**src/rtl/sr_drv_pkg.sv**
```systemverilog
// Shared types and counter widths for the S/R flip-flop driver.
package sr_drv_pkg;

  typedef enum logic [2:0] {
    IDLE  = 3'd0,
    DRIVE = 3'd1,
    CHECK = 3'd2,
    DONE  = 3'd3,
    ERROR = 3'd4
  } state_t;

  localparam int HOLD_W  = 4;
  localparam int RETRY_W = 3;

endpackage

```
**src/rtl/sr_ff_driver.sv**
```systemverilog
// Drives S/R excitation to move an external flop to a requested value, confirms via Q feedback,
// retries up to MAX_RETRY times and then parks in a sticky error until err_clr.
module sr_ff_driver
  import sr_drv_pkg::*;
#(
  parameter int HOLD_CYCLES = 1,
  parameter int MAX_RETRY   = 3
) (
  input  logic clk,
  input  logic rst_n,
  input  logic req_valid,
  input  logic req_q,
  output logic req_ready,
  input  logic q_fb,
  output logic s,
  output logic r,
  output logic done,
  output logic err,
  input  logic err_clr
);

  localparam logic [HOLD_W-1:0]  HOLD_LAST = HOLD_W'(HOLD_CYCLES - 1);
  localparam logic [RETRY_W-1:0] RETRY_MAX = RETRY_W'(MAX_RETRY);

  state_t              state;
  logic                tgt;
  logic [HOLD_W-1:0]   hold_cnt;
  logic [RETRY_W-1:0]  retry_cnt;

  assign req_ready = (state == IDLE);

  // s and r are only ever loaded as tgt/~tgt or both zero, so they cannot overlap.
  always_ff @(posedge clk or negedge rst_n) begin
    if (!rst_n) begin
      state     <= IDLE;
      tgt       <= 1'b0;
      hold_cnt  <= '0;
      retry_cnt <= '0;
      s         <= 1'b0;
      r         <= 1'b0;
      done      <= 1'b0;
      err       <= 1'b0;
    end else begin
      done <= 1'b0;
      case (state)
        IDLE: begin
          if (req_valid) begin
            tgt       <= req_q;
            retry_cnt <= '0;
            hold_cnt  <= '0;
            if (q_fb == req_q) begin
              state <= DONE;
              done  <= 1'b1;
            end else begin
              state <= DRIVE;
              s     <= req_q;
              r     <= ~req_q;
            end
          end
        end
        DRIVE: begin
          if (hold_cnt == HOLD_LAST) begin
            state    <= CHECK;
            hold_cnt <= '0;
            s        <= 1'b0;
            r        <= 1'b0;
          end else begin
            hold_cnt <= hold_cnt + HOLD_W'(1);
          end
        end
        CHECK: begin
          if (q_fb == tgt) begin
            state <= DONE;
            done  <= 1'b1;
          end else if (retry_cnt < RETRY_MAX) begin
            retry_cnt <= retry_cnt + RETRY_W'(1);
            state     <= DRIVE;
            s         <= tgt;
            r         <= ~tgt;
          end else begin
            state <= ERROR;
            err   <= 1'b1;
          end
        end
        DONE: begin
          state <= IDLE;
        end
        ERROR: begin
          if (err_clr) begin
            state <= IDLE;
            err   <= 1'b0;
          end
        end
        default: begin
          state <= IDLE;
          s     <= 1'b0;
          r     <= 1'b0;
          err   <= 1'b0;
        end
      endcase
    end
  end

endmodule
```
**config.mk**
```make
export PLATFORM = sky130hd
export DESIGN_NAME = sr_ff_driver
export DESIGN_NICKNAME = d
export VERILOG_FILES = /design/src/rtl/sr_drv_pkg.sv /design/src/rtl/sr_ff_driver.sv
export SDC_FILE = /design/constraint.sdc
export NUM_CORES = 1
export LEC_CHECK = 0
export BUFFER_PORTS_ARGS = -buffer_cell sky130_fd_sc_hd__buf_2
export CORE_UTILIZATION = 51
export DETAILED_ROUTE_END_ITERATION = 8
export GPL_ROUTABILITY_DRIVEN = 0
export PLACE_DENSITY = 0.74
export SYNTH_ARGS = -nofsm -noshare
export SYNTH_HDL_FRONTEND = slang
export SYNTH_SLANG_ARGS = --single-unit
```
**constraint.sdc**
```tcl
create_clock -name clk -period 3.49 [get_ports clk]
set_input_delay 0.698 -clock clk [delete_from_list [all_inputs] [get_ports clk]]
set_output_delay 0.698 -clock clk [all_outputs]
set_load 0.01 [all_outputs]
```
==> summary.md <==
| Metric | Value |
|---|---|
| Root Driver | `clkbuf_4` |
| Placed Instances | `110` |
| Status | `finished, final reports clean` |
| Post-synth top area share | `43.7%` |
| CTS tree | `built` |
| Number of DRC markers after the initial detailed-route iteration | `15` |
| Cell count after synthesis | `87` |
| CP Cell Sequence | `or2_1 -> nor2_1 -> buf_2` |
| DRC | `0` |
| Die area | `1850 sq um` |
| First-pass GRT wire length | `2730 um` |
| Clock Latency Late Sink | `0.28 ns` |
| Design area | `941 sq um` |
| Crit path arrival time | `1.41 ns` |
| Maximum vdd drop | `0.000450 V` |
| Setup CP Type | `register to output port` |
| Pwr Density | `771 nW/um^2` |
| Post-DR wirelength/cell | `13.9 um` |
| Static leakage | `0.000473 uW` |
| Power consumption | `726 uW` |
| Post-cts resize count | `0` |
| Setup TNS Final | `0 ns` |
| Post-layout net count | `108` |
| Cell variety after synth | `30` |
| CP Data Required Time | `2.79 ns` |
| Worst Tran Pin Value | `0.504 ns` |
| Core ar. | `1540 sq um` |
| Top Ports | `11` |
| Post-layout min period | `2.11 ns` |
| Final cell utilization of the core | `61.0%` |
| Final wirelength | `1580 um` |
| Final Cycle Share | `60.5%` |
| MaxCap Viol Count | `0` |
| CP peak stage delay | `0.52 ns` |
| Clk_skew | `0.00558 ns` |
| Reg clk slew, reported paths | `0.09 ns` |
| Most instantiated cells after synthesis | `dfrtp_1, nand2_1, nor2_1` |
| H-Tree Depth | `1` |
| Ranking of synthesized cells by area | `dfrtp_1, ha_1, o21ai_0, mux2i_1, nand2_1` |
| CP max-delay cell | `dfrtp_1` |
| Worst Path Max Fanout | `11` |
| Die Wd | `43.1 um` |
| Yosys warnings | `0` |
| Syn Area/Cell | `9.88 sq um` |
| Mapped Area | `860 sq um` |
| Ys flop type | `dfrtp_1` |
| CTS buffer count | `3` |
| Layout Cells excl Fill | `114` |
| DR pass1 iterations | `4` |
| Maximum number of pins on one net before global-route repair | `16` |
| Vias | `680` |
| Port Buf Inserts | `10` |
| Yosys top cell by area | `dfrtp_1` |
| Yosys reg bits | `15` |
| Area after DPL | `915 sq um` |
| Max transition margin | `66.4%` |
| Mapped Nets | `96` |
| Share of layout cells above drive strength 1 | `19.4%` |
| Antenna cells | `0` |
| Critical Path Source Type | `register` |
| Cell with the most instances after synthesis | `dfrtp_1` |
| Final Hold Violating Endpoints | `0` |
| Final setup violating endpoints | `0` |
| Tot GR Track Use | `19.8%` |
| DP Wirelength | `1110 um` |
| # Post-CTS Setup Buffers | `0` |
| Hold buffers post-CTS | `0` |
| Post-synth ARST share | `100%` |
| Starting Density | `55.8%` |
| Chip Height | `43.1 um` |
| Initial antenna violation count | `0` |
| Crit path capture type | `output port` |
| Vias per cell | `5.96` |
| Vias in the first global route | `647` |
| FP Rows | `14` |
| Hold crit path type | `input port to asynchronous set/reset pin` |
| Grt ovf | `0` |
| Final ANT Viol Nets | `0` |
| # clock sinks | `15` |
| Fmax | `0.473 GHz` |
| RSZ-0062 raised after global routing | `no` |
| Sequential area share after synthesis | `43.7%` |
| P&R area growth vs syn | `9.46%` |
| Fin. max-slew vios | `0` |
| EDFF count, synth | `0` |
| Clock Tree Buf Depth | `2` |
## cells by family (layout without fill, tap and decap cells)
logic type	after synthesis	count (layout)	synth area share, %
muxes	6	6	7.86
DFF	15	15	43.7
and+or+nand+nor	29	29	17.5
adders and majority gates	3	3	4.37
buffers and inverters	9	20	4.37
xor gates and xnor gates	3	3	3.06
AOI/OAI and AO/OA	22	22	19.2
## routing by layer
metal,vias up,share of wire [%],global-route usage (%)
li1,337,-,-
met1,317,51,28.1
met2,24,43,28.5
met3,2,5.1,2.98
met4,0,0.57,11.5
met5,-,0,0
## stage by stage
stage	hold slack, ns	setup WS [ns]
after floorplan	0.402	1.82
after global placement	0.494	1.66
after detailed placement	0.513	1.64
after CTS	0.309	1.38
after global routing	0.328	1.29
final	0.309	1.38
## flip-flops by register name, indices dropped and copies added, names as in the netlist
name	flops
done	1
err	1
hold_cnt	4
r	1
retry_cnt	3
s	1
state	3
tgt	1
## power breakdown
| group | internal, uW | switching, uW |
|---|---|---|
| sequential | 223 | 77.7 |
| combinational | 161 | 165 |
| clock | 44.4 | 54.2 |
## layout by cell type, fill, tap and decap left out, types with 2 or more instances in the layout
cell type  instances
o21ai_0            7
a21oi_1            5
clkbuf_4           3
a22o_1             3
nand3_1            3
inv_1              6
xnor2_1            2
ha_1               3
and3_1             2
mux2_2             2
buf_2             10
nand2_1            8
mux2i_1            3
a21o_1             2
dfrtp_1           15
nor2_1             8
## worst paths after layout
kind                                            from                       to  cells past startpoint  slack, ns
worst max-delay path            state[0]$_DFFE_PN0P_                req_ready                      3       1.38
worst min-delay path                           rst_n          tgt$_DFFE_PN0P_                      1       0.31
worst max register to register  state[1]$_DFFE_PN0P_            s$_DFFE_PN0P_                      4       1.67
worst min register to register         r$_DFFE_PN0P_            r$_DFFE_PN0P_                      2       0.52
max in group asynchronous                      rst_n  hold_cnt[3]$_DFFE_PN0P_                      1       2.92
min in group clk                       r$_DFFE_PN0P_            r$_DFFE_PN0P_                      2       0.52
## critical path: cells and delay by family, from the launching register on
| kind | cells | cell delay (ns) |
|---|---|---|
| DFF | 1 | 0.52 |
| and+or+nand+nor | 2 | 0.46 |
| buffers and inverters | 1 | 0.15 |
## final cells by class
cell class / count / area (sq um)
Inverter: 6 / 22.5
Clock buffer: 4 / 26.3
Timing Repair Buffer: 10 / 50.0
Sequential cell: 15 / 375
Multi-Input combinational cell: 63 / 447
Tap cell: 16 / 20.0
Fill cell: 136 / 601
Note: power is estimated with default switching activity, not from simulation.
